[config.mk]
export PLATFORM = sky130hd
export DESIGN_NAME = uart_tx
export DESIGN_NICKNAME = d
export VERILOG_FILES = /design/src/rtl/uart_pkg.sv /design/src/rtl/uart_tx_fifo.sv /design/src/rtl/uart_tx.sv
export SDC_FILE = /design/constraint.sdc
export NUM_CORES = 1
export LEC_CHECK = 0
export ABC_CLOCK_PERIOD_IN_PS = 3000
export CAP_MARGIN = 20
export CORE_MARGIN = 5
export CORE_UTILIZATION = 27
export CTS_CLUSTER_SIZE = 40
export DETAILED_ROUTE_END_ITERATION = 10
export GPL_TIMING_DRIVEN = 0
export MAX_ROUTING_LAYER = met4
export PLACE_DENSITY_LB_ADDON = 0.3
export SLEW_MARGIN = 10
export SYNTH_ARGS = -nofsm -noshare
export SYNTH_HDL_FRONTEND = slang
export SYNTH_HIERARCHICAL = 1
export SYNTH_SLANG_ARGS = --single-unit
[constraint.sdc]
create_clock -name i_Clock -period 3 [get_ports i_Clock]
set_input_delay 0.9 -clock i_Clock [delete_from_list [all_inputs] [get_ports i_Clock]]
set_output_delay 0.9 -clock i_Clock [all_outputs]
set_load 0.1 [all_outputs]
[src/rtl/uart_pkg.sv]
// Shared UART definitions used by both the transmit and receive paths:
// FSM state codes, data width and bit-timer width.
package uart_pkg;

  localparam int UART_DATA_BITS = 8;
  localparam int UART_CNT_W     = 16;

  typedef enum logic [2:0] {
    S_IDLE    = 3'd0,
    S_START   = 3'd1,
    S_DATA    = 3'd2,
    S_STOP    = 3'd3,
    S_CLEANUP = 3'd4
  } uart_state_e;

endpackage

[src/rtl/uart_tx_fifo.sv]
// Circular byte FIFO with show-ahead head data; a push and a pop on one edge keep the count.
// Writes while full are ignored; the reader must only pop when not empty.
module uart_tx_fifo
  import uart_pkg::*;
#(
  parameter int DEPTH = 4
) (
  input  logic                        clk_i,
  input  logic                        rst_i,
  input  logic                        wr_en_i,
  input  logic [UART_DATA_BITS-1:0]   wr_data_i,
  input  logic                        rd_en_i,
  output logic [UART_DATA_BITS-1:0]   rd_data_o,
  output logic [$clog2(DEPTH):0]      count_o,
  output logic                        empty_o,
  output logic                        full_o
);

  localparam int PTR_W = $clog2(DEPTH);
  localparam logic [PTR_W-1:0] PTR_ONE   = PTR_W'(1);
  localparam logic [PTR_W:0]   CNT_ONE   = (PTR_W + 1)'(1);
  localparam logic [PTR_W:0]   DEPTH_CNT = (PTR_W + 1)'(DEPTH);

  logic [UART_DATA_BITS-1:0] mem_q [DEPTH];
  logic [PTR_W-1:0]          wr_ptr_q;
  logic [PTR_W-1:0]          rd_ptr_q;
  logic [PTR_W:0]            count_q;
  logic                      push;
  logic                      pop;

  assign full_o    = (count_q == DEPTH_CNT);
  assign empty_o   = (count_q == '0);
  assign count_o   = count_q;
  assign rd_data_o = mem_q[rd_ptr_q];
  assign push      = wr_en_i & ~full_o;
  assign pop       = rd_en_i & ~empty_o;

  // Storage has no reset: only entries between the pointers are ever read.
  always_ff @(posedge clk_i) begin
    if (push) mem_q[wr_ptr_q] <= wr_data_i;
  end

  always_ff @(posedge clk_i or posedge rst_i) begin
    if (rst_i) begin
      wr_ptr_q <= '0;
      rd_ptr_q <= '0;
      count_q  <= '0;
    end else begin
      if (push) wr_ptr_q <= wr_ptr_q + PTR_ONE;
      if (pop)  rd_ptr_q <= rd_ptr_q + PTR_ONE;
      case ({push, pop})
        2'b10:   count_q <= count_q + CNT_ONE;
        2'b01:   count_q <= count_q - CNT_ONE;
        default: count_q <= count_q;
      endcase
    end
  end

endmodule

[src/rtl/uart_tx.sv]
// 8N1 UART transmitter behind a byte FIFO; a byte accepted while idle starts its start bit one edge later.
// o_Tx_Ready is low while the FIFO is full, and writes presented then are dropped.
module uart_tx
  import uart_pkg::*;
#(
  parameter int CLKS_PER_BIT = 434,
  parameter int FIFO_DEPTH   = 4
) (
  input  logic       i_Clock,
  input  logic       i_rst,
  input  logic       i_Tx_DV,
  input  logic [7:0] i_Tx_Byte,
  output logic       o_Tx_Ready,
  output logic       o_Tx_Serial,
  output logic       o_Tx_Active,
  output logic       o_Tx_Done
);

  localparam int FCNT_W  = $clog2(FIFO_DEPTH) + 1;
  localparam int IDX_W   = $clog2(UART_DATA_BITS);
  localparam logic [FCNT_W-1:0]     FIFO_FULL_CNT = FCNT_W'(FIFO_DEPTH);
  localparam logic [UART_CNT_W-1:0] CNT_LAST      = UART_CNT_W'(CLKS_PER_BIT - 1);
  localparam logic [UART_CNT_W-1:0] CNT_ONE       = UART_CNT_W'(1);
  localparam logic [IDX_W-1:0]      IDX_LAST      = IDX_W'(UART_DATA_BITS - 1);
  localparam logic [IDX_W-1:0]      IDX_ONE       = IDX_W'(1);

  uart_state_e               state_q, state_d;
  logic [UART_CNT_W-1:0]     cnt_q, cnt_d;
  logic [IDX_W-1:0]          bit_idx_q, bit_idx_d;
  logic [UART_DATA_BITS-1:0] shift_q, shift_d;
  logic                      serial_q, serial_d;
  logic                      active_q, active_d;
  logic                      done_q, done_d;

  logic                      pop;
  logic [UART_DATA_BITS-1:0] fifo_data;
  logic [FCNT_W-1:0]         fifo_count;
  logic                      fifo_empty;
  logic                      fifo_full;

  uart_tx_fifo #(
    .DEPTH (FIFO_DEPTH)
  ) u_fifo (
    .clk_i     (i_Clock),
    .rst_i     (i_rst),
    .wr_en_i   (i_Tx_DV & ~fifo_full),
    .wr_data_i (i_Tx_Byte),
    .rd_en_i   (pop),
    .rd_data_o (fifo_data),
    .count_o   (fifo_count),
    .empty_o   (fifo_empty),
    .full_o    (fifo_full)
  );

  // Registered count: a full FIFO still refuses a write on the edge it pops.
  assign o_Tx_Ready  = (fifo_count != FIFO_FULL_CNT);
  assign o_Tx_Serial = serial_q;
  assign o_Tx_Active = active_q;
  assign o_Tx_Done   = done_q;

  always_comb begin
    state_d   = state_q;
    cnt_d     = cnt_q;
    bit_idx_d = bit_idx_q;
    shift_d   = shift_q;
    serial_d  = serial_q;
    active_d  = active_q;
    done_d    = 1'b0;
    pop       = 1'b0;
    case (state_q)
      S_IDLE: begin
        serial_d  = 1'b1;
        cnt_d     = '0;
        bit_idx_d = '0;
        if (!fifo_empty) begin
          pop      = 1'b1;
          shift_d  = fifo_data;
          serial_d = 1'b0;
          active_d = 1'b1;
          state_d  = S_START;
        end
      end
      S_START: begin
        if (cnt_q == CNT_LAST) begin
          cnt_d    = '0;
          serial_d = shift_q[0];
          state_d  = S_DATA;
        end else begin
          cnt_d = cnt_q + CNT_ONE;
        end
      end
      S_DATA: begin
        if (cnt_q == CNT_LAST) begin
          cnt_d = '0;
          if (bit_idx_q == IDX_LAST) begin
            bit_idx_d = '0;
            serial_d  = 1'b1;
            state_d   = S_STOP;
          end else begin
            bit_idx_d = bit_idx_q + IDX_ONE;
            serial_d  = shift_q[bit_idx_q + IDX_ONE];
          end
        end else begin
          cnt_d = cnt_q + CNT_ONE;
        end
      end
      S_STOP: begin
        if (cnt_q == CNT_LAST) begin
          cnt_d    = '0;
          done_d   = 1'b1;
          active_d = 1'b0;
          state_d  = S_CLEANUP;
        end else begin
          cnt_d = cnt_q + CNT_ONE;
        end
      end
      S_CLEANUP: begin
        serial_d = 1'b1;
        state_d  = S_IDLE;
      end
      default: begin
        serial_d = 1'b1;
        active_d = 1'b0;
        state_d  = S_IDLE;
      end
    endcase
  end

  always_ff @(posedge i_Clock or posedge i_rst) begin
    if (i_rst) begin
      state_q   <= S_IDLE;
      cnt_q     <= '0;
      bit_idx_q <= '0;
      shift_q   <= '0;
      serial_q  <= 1'b1;
      active_q  <= 1'b0;
      done_q    <= 1'b0;
    end else begin
      state_q   <= state_d;
      cnt_q     <= cnt_d;
      bit_idx_q <= bit_idx_d;
      shift_q   <= shift_d;
      serial_q  <= serial_d;
      active_q  <= active_d;
      done_q    <= done_d;
    end
  end

endmodule

## Word level (Yosys, flattened, before mapping)

Memories as Yosys holds them, arrays and structs flattened. A register that Yosys moved wholly into a read port is not among the register bits.
Cells that the tools add are included.

- $add $sub $neg: 6
- Multipliers: 0
- Divide/modulo/power cells: 0
- Order comparisons: 1
- Eq/ne operators: 15
- Shifts and indexed selects: 0
- Muxes and demuxes: 28
- Bitwise gates (word level): 7
- Reduce and logical (&&, ||, !) cells: 12

Operator list:

| operator | count |
|---|---|
| $pmux 16 s2 | 1 |
| $mux 3 | 7 |
| $add 16x1->16 const B | 1 |
| $eq 16x9->1 const B | 1 |
| $mux 16 | 1 |
| $mux 1 | 13 |
| $pmux 3 s2 | 2 |
| $pmux 3 s4 | 1 |
| $ne 2x2->1 const B | 5 |
| $eq 3x3->1 const B | 3 |
| $add 3x1->3 const B | 2 |
| $eq 3x2->1 const B | 2 |
| $logic_not 3->1 | 2 |
| $reduce_and 3->1 | 2 |
| $reduce_bool 2->1 | 3 |
| $reduce_or 3->1 | 2 |
| $reduce_and 5->1 | 1 |
| $add 2x1->2 const B | 2 |
| $lt 3x4->1 const B | 1 |
| $not 1->1 | 4 |
| $pmux 1 s4 | 1 |
| $reduce_and 2->1 | 2 |
| $and 1x1->1 | 3 |
| $bmux 1 s3 | 1 |
| 6 further kinds | 6 |

- Flip-flop bits (word level): 32
- Latch bits: 0
- RAM bits: 32
- ROM bits: 0
- Input port bits: 11
- Output and inout bits: 4
- Word-level logic and storage cells: 79
- Memories: 1

Memory list:

| name | words | width | read ports | clocked after Yosys merged registers in | wr ports | RTL line | source |
|---|---|---|---|---|---|---|---|
| u_fifo.mem_q | 4 | 8 | 1 | 1 | 1 | uart_tx_fifo.sv:24 | `logic [UART_DATA_BITS-1:0] mem_q [DEPTH];` |

## Logic depth before layout (Yosys ltp)

Gate-level depths: netlist (run 1).

- Word-level depth: 6
- Depth in mapped cells: 10
- Gate-level depth less buffers: 10

## Cells and area by module

Netlist (run 1), hierarchy kept.

Modules (own cells, without submodules):

| module | instances | cells an instance | area each (um2) |
|---|---|---|---|
| uart_tx | 1 | 183 | 1756.7 |
| uart_tx_fifo | 1 | 80 | 1596.5 |

## Worst setup path before layout (run 1)

Ideal clock, no wire load.

- Path type: flip-flop to flip-flop
- Start point: reg state_q[1]
- End point: reg u_fifo.count_q[2], in the netlist u_fifo/count_o[2]
- Library setup time: 0.079 ns
- Data arrival time: 2.429 ns
- Data required time: 2.921 ns
- Setup slack: 0.492 ns
- Stages on the path, launching flop included: 10
- Path buffers: 1
- Clock period less this slack: 2.508 ns
- Cells stage by stage: dfrtp_1 -> clkbuf_1 -> nor4_2 -> o31a_2 -> ha_1 -> inv_1 -> fa_1 -> xor2_1 -> nor2_1 -> xor2_1

- Word-level cells in the longest chain between the ends: 5

Ends and longest elaborated chain:

| item | RTL line | source |
|---|---|---|
| start, declared | uart_tx.sv:27 | `uart_state_e state_q, state_d;` |
| start signal, assigned | uart_tx.sv:139 | `state_q <= state_d;` |
| $logic_not 3->1 (*) | uart_tx.sv:70 | `case (state_q)` |
| $mux 1 (*) | uart_tx.sv:70 |  |
| net pop | uart_tx.sv:35 | `logic pop;` |
| $and 1x1->1 (*) | uart_tx_fifo.sv:36 | `assign pop = rd_en_i & ~empty_o;` |
| net u_fifo.pop | uart_tx_fifo.sv:29 | `logic pop;` |
| $eq 2x1->1 / $eq 2x2->1 (equally long branches) | uart_tx_fifo.sv:51 | `case ({push, pop})` |
| $pmux 3 s2 / $reduce_bool 2->1 (equally long branches) | -- |  |
| end signal, assigned | uart_tx_fifo.sv:52 | `2'b10: count_q <= count_q + CNT_ONE;` |
| end signal, assigned | uart_tx_fifo.sv:53 | `2'b01: count_q <= count_q - CNT_ONE;` |
| end signal, assigned | uart_tx_fifo.sv:54 | `default: count_q <= count_q;` |
| end, declared | uart_tx_fifo.sv:27 | `logic [PTR_W:0] count_q;` |

The timed path passes the listed nets; every way through them passes the cells marked *.
A chain may end at the register's enable or synchronous reset.

## Worst setup path after layout (run 1)

- Start point: reg serial_q, in the netlist o_Tx_Serial
- End point: out o_Tx_Serial

RTL lines:

| item | RTL line | source |
|---|---|---|
| start, declared | uart_tx.sv:31 | `logic serial_q, serial_d;` |
| start signal, assigned | uart_tx.sv:143 | `serial_q <= serial_d;` |
| end, declared | uart_tx.sv:14 | `output logic o_Tx_Serial,` |

No word-level cell between the ends.

==> results of run 1 <==
metal layers:
layer / up-vias / global-route usage (%) / part of all wire [%]
met5: - / - / 0
met4: 0 / 3.99 / 1.6
met3: 8 / 3.92 / 4.0
met2: 29 / 14.2 / 48
met1: 1000 / 11.5 / 47
li1: 1003 / - / -
repair_timing:
item,in CTS,in global routing
hold buffers,0,0
setup endpoints to repair,1,1
hold endpoints to repair,0,0
gates resized for setup,1,1
buffers inserted,0,0
worst register-to-register path, cell delays in order, from the launching register on:
cell and delay (ns):
dfrtp_1 0.37, clkbuf_1 0.23, nor4_4 0.60, o31a_2 0.30, ha_1 0.19, inv_1 0.06, fa_1 0.37, xor2_1 0.15
nor2_1 0.11, xor2_1 0.15
through the flow:
stage          utilization, %  power [W]  hold slack [ns]
3_3_place_gp             30.6    0.00188            0.476
5_1_grt                  33.3    0.00317            0.529
4_1_cts                  33.2    0.00306            0.503
3_5_place_dp             30.6    0.00190            0.484
2_1_floorplan               -    0.00174            0.456
6_report                 33.3    0.00301            0.504
layout make-up:
class / count / area, µm² / area share (%)
flip-flops and latches: 72 / 1960 / 48.7
multi-input cells: 165 / 1290 / 32.0
clock buffers: 9 / 225 / 5.59
well taps: 168 / 210 / 5.22
repair buffers: 14 / 139 / 3.45
clock inverters: 7 / 93.8 / 2.33
plain buffers: 12 / 55.1 / 1.37
inverters: 14 / 52.6 / 1.30
cells in the mapped netlist (5+ instances only):
cell / instances
nor2_1: 12
mux4_2: 9
edfxtp_1: 32
mux2i_1: 5
nor3_1: 10
a21oi_1: 5
nand2_1: 23
inv_1: 14
clkbuf_1: 8
dfrtp_1: 39
xor2_1: 5
nand3_1: 6
xnor2_1: 6
mux2_2: 9
ha_1: 9
o21ai_0: 22
cells by family (layout without fill, tap and decap cells):
kind of cell / after synthesis / in the layout
AND/OR/NAND/NOR: 81 / 81
flip-flops: 72 / 72
AO/OA/AOI/OAI: 39 / 39
buffers and inverters: 26 / 56
multiplexers: 24 / 24
XOR/XNOR: 11 / 11
adder cells (fa/ha/maj): 10 / 10
registers in the layout, indices dropped and copies added (netlist names):
signal / cells
bit_idx_q: 3
cnt_q: 16
o_Tx_Active: 1
o_Tx_Done: 1
o_Tx_Serial: 1
shift_q: 8
state_q: 3
u_fifo/count_o: 3
u_fifo/mem_q: 32
u_fifo/rd_ptr_q: 2
u_fifo/wr_ptr_q: 2
path summary, 6_finish.rpt:
kind                              start                 end  slack, ns
setup / recovery            o_Tx_Serial         o_Tx_Serial       0.08
hold reg to reg            bit_idx_q[2]        bit_idx_q[2]       0.50
hold / removal             bit_idx_q[2]        bit_idx_q[2]       0.50
setup reg to reg             state_q[1]   u_fifo/count_o[2]       0.38
max in group asynchronous         i_rst           cnt_q[11]       1.50
min in group asynchronous         i_rst  u_fifo/rd_ptr_q[0]       0.85
power groups by stage:
stage	logic, W	clock network, W	registers (W)
2_1_floorplan	0.000395	0	0.00135
3_3_place_gp	0.000511	0	0.00137
3_5_place_dp	0.000526	0	0.00137
4_1_cts	0.000524	0.00118	0.00135
5_1_grt	0.000575	0.00122	0.00138
6_report	0.000511	0.00114	0.00135
==> results.py, run 1 <==
metrics = {
    "power_and_ir_drop": {
        "p_int_w": 0.00217,
        "switching_share_pct": 27.8,
        "power_frac_comb_pct": 17.0,
        "p_sw_w": 0.000835,
        "powerDensity_mw_per_mm2": 746,
        "p_seq_share_pct": 45.0,
        "leakage_nw": 1.50,
        "p_clk_share_pct": 38.0,
        "peakVddDrop_v": 0.000420,
    },
    "synthesis": {
        "synth.top_cell.area_share_pct": 29.1,
        "synth_xor_area_share_pct": 2.87,
        "syn_nets": 284,
        "synth-simple-area-share_pct": 13.8,
        "postSynthAreaPerCell_um2": 12.7,
        "ys_ff_latch": 72,
        "synth_area_mm2": 0.00335,
        "synth-adder-area-share_pct": 3.96,
        "synthFlopType": "dfrtp_1",
        "yosysSeqAreaShare_pct": 58.5,
        "synth_top_family_by_area": "simple AND/OR/NAND/NOR gates",
        "postSynthCellCount": 263,
        "synthTopCellsByArea": "dfrtp_1 (29%), edfxtp_1 (29%), mux4_2 (6.0%)",
        "yosys_warnings": 6,
        "synth-edff-count": 32,
        "synth_compound_area_share_pct": 6.60,
        "synthArstFlopShare_pct": 55.6,
        "yosysTopAreaCell": "dfrtp_1",
        "yosys.cell_types.count": 46,
        "synthMuxAreaShare_pct": 11.0,
    },
    "worst_setup_path": {
        "crit_required_ns": 2.10,
        "path_cells": "clkdlybuf4s50_1",
        "critPathLaunchType": "register",
        "worstPathArrival_ns": 2.02,
        "crit_family": "buffers and inverters",
        "crit_fanout": 2,
        "ff2ff_path_depth": 9,
        "criticalPathCategory": "register to output pin",
        "critPathBufInv": 1,
        "crit_cells": 1,
        "max_stage_delay_ns": 1.13,
        "cp-end-kind": "output pin",
        "critPathSlowestCell": "clkdlybuf4s50_1",
    },
    "global_route": {
        "grt.overflow.total": 0,
        "grt_pass1_vias": 2072,
        "grt_pass1_wl_um": 10400,
        "grt_max_degree": 34,
        "grt_usage_pct": 9.55,
        "antenna_found_initial": 0,
    },
    "timing": {
        "max_slew.worst_pin.slew_ns": 0.968,
        "rsz0062_at_grt": "no",
        "hold_viol_final": 0,
        "setup_viol": 0,
        "finClkSkew_ns": 0.00400,
        "fin_ws_ns": 0.0831,
        "max_freq_mhz": 343,
        "fin_tns_setup_ns": 0,
        "relSlewSlack_pct": 35.3,
        "maxSlewViolCount": 0,
        "fin_crit_sh_pct": 97.2,
        "min_period_ns": 2.92,
    },
    "clocking": {
        "path_clk_slew_ns": 0.06,
        "tritoncts": "done",
        "root_buffer": "clkbuf_16",
        "cts_inserted_buffers": 9,
        "cts.sinks": 72,
        "ctsHtreeMaxLevel": 3,
        "insertion_delay_ns": 0.34,
        "cts_max_path_buffers": 2,
    },
    "route": {
        "wl_per_cell_um": 13.2,
        "vias": 2040,
        "firstDrtPassIters": 4,
        "drc": 0,
        "antenna_left": 0,
        "drt_wl_total_um": 6090,
        "via_per_inst": 4.43,
        "drtIter0Drc": 60,
    },
    "hold_path": {
        "hold_class": "register to register",
        "hold_depth": 2,
    },
    "layout": {
        "final_cell_mix": "dfrtp_1 (39), edfxtp_1 (32), nand2_1 (23), o21ai_0 (22)",
        "final_area_mm2": 0.00403,
        "fill_cells": 1230,
        "areaGrowthSynthToFinish_pct": 20.2,
        "final_common_cell": "dfrtp_1",
        "fin_cells": 461,
        "diodes": 0,
        "num-nets-final": 309,
        "drive_gt1_share_pct": 17.4,
    },
    "placement": {
        "dp_hpwl_um": 4200,
        "dp.cells": 445,
        "portBuffers": 14,
        "post_dp_cell_area_mm2": 0.00370,
        "post-place-ws_ns": 0.0371,
        "place_congestion": 0.794,
    },
    "floorplanning": {
        "core_mm2": 0.0121,
        "rows": 40,
        "die_area_mm2": 0.0147,
        "start_util_pct": 27.7,
        "io_pins": 15,
        "dieHeight_um": 121,
        "die_w_um": 121,
    },
    "outcome": {
        "status": "finished clean",
    },
    "flow_run": {
        "drv_cap": 0,
    },
}
Power figures use the tool's default switching activity.
==> run 2: changes to the inputs <==
--- a/config.mk
+++ b/config.mk
@@ -7,6 +7,7 @@
 export LEC_CHECK = 0
 export ABC_CLOCK_PERIOD_IN_PS = 3000
 export CAP_MARGIN = 20
+export CORE_ASPECT_RATIO = 0.6
 export CORE_MARGIN = 5
 export CORE_UTILIZATION = 27
 export CTS_CLUSTER_SIZE = 40
==> run 2 against run 1 <==
  * First-iteration DRC count rose to 3.4 times the previous value
  * Combinational power rose by 1%
  * Cell count fell by 0.65%
  * Clock-buffer cell count did not move
  * Global-route usage rose by 0.51 points
  * Highest routed layer unchanged
  * Flip-flop and latch count did not move
  * Register-to-register slack got worse by 0.09 ns
  * Worst hold slack got worse by 0.013 ns
  * Cell area fell by 0.87%
  * Core utilization fell by 0.26 points
  * Non-clock buffer count did not move
==> results.py, run 2 (synthesis gave the netlist of run 1 again) <==
metrics = {
    "placement": {
        "dp_hpwl_um": 4680,
        "portBuffers": 14,
        "post-place-ws_ns": 0.0209,
        "place_congestion": 0.813,
    },
    "timing": {
        "fin_crit_sh_pct": 97.2,
        "maxSlewViolCount": 0,
        "fin_tns_setup_ns": 0,
        "max_slew.worst_pin.slew_ns": 0.988,
        "fin_ws_ns": 0.0852,
        "rsz0062_at_grt": "no",
        "max_freq_mhz": 343,
        "setup_viol": 0,
        "hold_viol_final": 0,
        "finClkSkew_ns": 0.00470,
        "relSlewSlack_pct": 33.9,
        "min_period_ns": 2.91,
        "holdWs_ns": 0.491,
    },
    "floorplanning": {
        "io_pins": 15,
        "dieHeight_um": 96.3,
        "die_w_um": 154,
        "core_mm2": 0.0121,
        "start_util_pct": 27.7,
        "die_area_mm2": 0.0148,
        "rows": 31,
    },
    "hold_path": {
        "hold_class": "register to register",
        "hold_depth": 2,
    },
    "worst_setup_path": {
        "max_stage_delay_ns": 1.14,
        "critPathBufInv": 1,
        "crit_cells": 1,
        "cp-end-kind": "output pin",
        "critPathLaunchType": "register",
        "ff2ff_path_depth": 9,
        "path_cells": "clkdlybuf4s50_1",
        "crit_family": "buffers and inverters",
        "criticalPathCategory": "register to output pin",
        "crit_fanout": 2,
        "crit_required_ns": 2.10,
        "worstPathArrival_ns": 2.01,
        "critPathSlowestCell": "clkdlybuf4s50_1",
    },
    "route": {
        "antenna_left": 0,
        "drc": 0,
        "drtIter0Drc": 202,
        "drt_wl_total_um": 6620,
        "firstDrtPassIters": 4,
        "wl_per_cell_um": 14.5,
        "vias": 2090,
        "via_per_inst": 4.56,
    },
    "clocking": {
        "cts_max_path_buffers": 2,
        "root_buffer": "clkbuf_16",
        "path_clk_slew_ns": 0.06,
        "postCtsHoldBufs": 0,
        "cts_inserted_buffers": 9,
        "insertion_delay_ns": 0.33,
        "tritoncts": "done",
        "ctsHtreeMaxLevel": 3,
        "cts.sinks": 72,
    },
    "global_route": {
        "grt.overflow.total": 0,
        "grt_pass1_wl_um": 11000,
        "grt_max_degree": 34,
        "grt_usage_pct": 10.1,
        "antenna_found_initial": 0,
        "grt_pass1_vias": 2007,
    },
    "power_and_ir_drop": {
        "leakage_nw": 1.49,
        "peakVddDrop_v": 0.000310,
        "powerDensity_mw_per_mm2": 726,
    },
    "flow_run": {
        "drv_cap": 0,
    },
    "layout": {
        "num-nets-final": 309,
        "final_cell_mix": "dfrtp_1 (39), edfxtp_1 (32), nand2_1 (23), o21ai_0 (22)",
        "top_register": "u_fifo/mem_q",
        "largest_reg_flops": 32,
        "diodes": 0,
        "top_regs": "u_fifo/mem_q: 32 flops, cnt_q: 16 flops, shift_q: 8 flops",
        "drive_gt1_share_pct": 16.7,
        "final_common_cell": "dfrtp_1",
        "areaGrowthSynthToFinish_pct": 19.1,
    },
    "outcome": {
        "status": "finished clean",
    },
}
==> run 2: cell count changes in the layout (fill, tap and decap cells not counted) <==
cell,change
bufinv_16,-1
clkinv_1,+2
clkinv_4,+1
inv_6,-2
==> run 2: final timing paths <==
check | startpoint | end | slack, ns
setup / recovery | o_Tx_Serial | o_Tx_Serial | 0.09
hold / removal | bit_idx_q[2] | bit_idx_q[2] | 0.49
setup reg to reg | state_q[1] | u_fifo/count_o[2] | 0.29
hold reg to reg | bit_idx_q[2] | bit_idx_q[2] | 0.49
max in group asynchronous | i_rst | shift_q[1] | 1.45
min in group asynchronous | i_rst | u_fifo/count_o[1] | 0.93
==> run 2: final cells by class <==
| type | instances | area (µm²) |
|---|---|---|
| Fill cell | 1204 | 8110 |
| Timing Repair Buffer | 14 | 139 |
| Inverter | 14 | 52.6 |
| Buffer | 12 | 55.1 |
| Sequential cell | 72 | 1960 |
| Clock buffer | 9 | 225 |
| Multi-Input combinational cell | 165 | 1290 |
| Tap cell | 165 | 206 |
| Clock inverter | 7 | 62.6 |
==> run 2: through the flow <==
step           util (%)  cells  power [W]  instance area, µm²
3_3_place_gp       30.6    442    0.00189                3700
2_1_floorplan         -    263    0.00174                3350
3_5_place_dp       30.6    442    0.00191                3700
5_1_grt            33.0    458    0.00305                4000
4_1_cts            33.0    458    0.00294                4000
6_report           33.0    458    0.00290                4000
==> run 2: routing by layer <==
layer | routed length (µm) | vias to the layer above | GRT usage [%]
met1 | 3520 | 1033 | 15.0
met5 | 0 | - | -
met3 | 309 | 12 | 2.74
met2 | 2720 | 43 | 12.7
met4 | 82 | 0 | 3.82
li1 | - | 1002 | -
==> run 2: what timing repair did <==
item                       CTS  global route
gates resized for setup      2             0
setup endpoints to repair    2             0
buffers inserted             0             0
==> run 2: power by group <==
group	switching [W]	internal, W	total (W)
Clock	0.000388	0.000634	0.00102
Sequential	0.000139	0.00122	0.00136
Combinational	0.000296	0.000222	0.000518
==> run 3: changes to the inputs <==
--- a/config.mk
+++ b/config.mk
@@ -9,13 +9,12 @@
 export CAP_MARGIN = 20
 export CORE_ASPECT_RATIO = 0.6
 export CORE_MARGIN = 5
-export CORE_UTILIZATION = 27
+export CORE_UTILIZATION = 55
 export CTS_CLUSTER_SIZE = 40
 export DETAILED_ROUTE_END_ITERATION = 10
 export GPL_TIMING_DRIVEN = 0
 export MAX_ROUTING_LAYER = met4
 export PLACE_DENSITY_LB_ADDON = 0.3
-export SLEW_MARGIN = 10
 export SYNTH_ARGS = -nofsm -noshare
 export SYNTH_HDL_FRONTEND = slang
 export SYNTH_HIERARCHICAL = 1
==> run 3 against run 2 <==
  * Combinational power grew 0.8%
  * Largest power group unchanged
  * Register-to-register slack better by 0.03 ns
  * Core utilization grew 31 points
  * Largest cell class unchanged
  * Total power shrank 5.7%
  * Cell count fell by 17%
  * Critical path type unchanged
==> results.py, run 3 (synthesis gave the netlist of run 1 again) <==
metrics = {
    "timing": {
        "maxSlewViolCount": 0,
        "rsz0062_at_grt": "no",
        "fin_crit_sh_pct": 96.6,
        "relSlewSlack_pct": 34.4,
        "setup_viol": 0,
        "hold_viol_final": 0,
        "max_freq_mhz": 345,
        "finClkSkew_ns": 0.00757,
        "fin_tns_setup_ns": 0,
        "min_period_ns": 2.90,
        "max_slew.worst_pin.slew_ns": 0.981,
    },
    "layout": {
        "largest_reg_flops": 32,
        "num-nets-final": 310,
        "top_register": "u_fifo/mem_q",
        "drive_gt1_share_pct": 17.7,
        "fill_cells": 461,
        "layout.area.seq_mm2": 0.00196,
        "top_regs": "u_fifo/mem_q: 32 flops, cnt_q: 16 flops, shift_q: 8 flops",
        "fin_cells": 378,
        "diodes": 0,
        "final_common_cell": "dfrtp_1",
        "multiInputGateArea_mm2": 0.00129,
        "final_cell_mix": "dfrtp_1 (39), edfxtp_1 (32), nand2_1 (23), o21ai_0 (22), inv_1 (14)",
        "areaGrowthSynthToFinish_pct": 15.1,
    },
    "flow_run": {
        "drv_cap": 0,
    },
    "worst_setup_path": {
        "critPathBufInv": 1,
        "cp-end-kind": "output pin",
        "crit_family": "buffers and inverters",
        "worstPathArrival_ns": 2.00,
        "crit_fanout": 2,
        "r2r_start": "u_fifo/count_o[0]",
        "criticalPathCategory": "register to output pin",
        "rr_endpoint": "u_fifo/count_o[2]",
        "critPathLaunchType": "register",
        "path_cells": "clkdlybuf4s50_1",
        "critPathSlowestCell": "clkdlybuf4s50_1",
        "crit_required_ns": 2.10,
        "crit_start": "o_Tx_Serial",
        "max_stage_delay_ns": 1.12,
        "ff2ff_setup_slack_ns": 0.32,
        "ff2ff_path_depth": 9,
    },
    "route": {
        "drtIter0Drc": 133,
        "drt_wl_total_um": 6000,
        "wl_per_cell_um": 15.9,
        "vias": 2083,
        "firstDrtPassIters": 4,
        "antenna_left": 0,
        "via_per_inst": 5.51,
        "drc": 0,
    },
    "power_and_ir_drop": {
        "leakage_nw": 1.47,
        "finalPower_w": 0.00273,
        "powerDensity_mw_per_mm2": 708,
        "peakVddDrop_v": 0.000543,
    },
    "hold_path": {
        "hold_class": "register to register",
        "hold_depth": 2,
        "min_to": "bit_idx_q[2]",
        "worstHoldStart": "bit_idx_q[2]",
    },
    "floorplanning": {
        "core_mm2": 0.00603,
        "dieHeight_um": 70.5,
        "die_area_mm2": 0.00781,
        "start_util_pct": 55.6,
        "io_pins": 15,
        "die_w_um": 111,
        "rows": 22,
    },
    "clocking": {
        "postCtsHoldBufs": 0,
        "insertion_delay_ns": 0.35,
        "cts_max_path_buffers": 2,
        "path_clk_slew_ns": 0.07,
        "cts_inserted_buffers": 9,
        "root_buffer": "clkbuf_8",
        "tritoncts": "done",
        "ctsHtreeMaxLevel": 3,
        "cts.sinks": 72,
    },
    "global_route": {
        "grt_pass1_vias": 2077,
        "grt_pass1_wl_um": 10200,
        "grt_max_degree": 18,
        "grt_usage_pct": 17.5,
        "grt.overflow.total": 0,
        "antenna_found_initial": 0,
    },
    "placement": {
        "portBuffers": 14,
        "dp_hpwl_um": 4230,
        "dp.cells": 362,
        "place_congestion": 0.871,
    },
    "outcome": {
        "status": "finished clean",
    },
}
[run 3: stage by stage]
step | instance area (µm²) | utilization, % | setup slack (ns) | hold WS (ns)
5_1_grt | 3860 | 64.1 | 0.0601 | 0.524
4_1_cts | 3860 | 64.1 | 0.0812 | 0.500
3_3_place_gp | 3600 | 59.7 | 0.0672 | 0.481
3_5_place_dp | 3630 | 60.1 | 0.00961 | 0.484
2_1_floorplan | 3350 | - | 0.492 | 0.456
6_report | 3860 | 64.1 | 0.101 | 0.493
[run 3: repair_timing]
action,4_1_cts,5_1_grt
gates resized for setup,2,0
buffers inserted,0,0
endpoints found under the setup margin,2,0
[run 3: how the worst max path moves through the flow]
stage                   endpoint  depth (start not counted)  slack, ns
2_1_floorplan  u_fifo/count_o[2]                          9       0.49
3_5_place_dp   u_fifo/count_o[2]                          9       0.01
4_1_cts              o_Tx_Serial                          1       0.08
5_1_grt              o_Tx_Serial                          1       0.06
6_report             o_Tx_Serial                          1       0.10
3_3_place_gp   u_fifo/count_o[2]                          9       0.07
[run 3: metal layers]
layer	up-vias	track usage [%]	share of wire, %
met5	-	-	0
met4	0	5.19	0.65
met3	5	5.54	5.3
met2	47	23.9	43
met1	1031	25.1	51
li1	1000	-	-
[run 3: layout make-up]
cell class	count	share of cell area [%]
multi-input combinational	165	33.4
tap	84	2.72
timing repair buffer	15	4.31
clock inverter	6	2.33
inverter	14	1.36
buffer	12	1.43
clock buffer	10	3.56
sequential	72	50.8
[run 3: power breakdown]
| part | total (W) | switching, W | internal, W |
|---|---|---|---|
| combinational | 0.000522 | 0.000296 | 0.000226 |
| clock | 0.000855 | 0.000361 | 0.000493 |
| sequential | 0.00136 | 0.000139 | 0.00122 |
| total | 0.00273 | 0.000796 | 0.00194 |
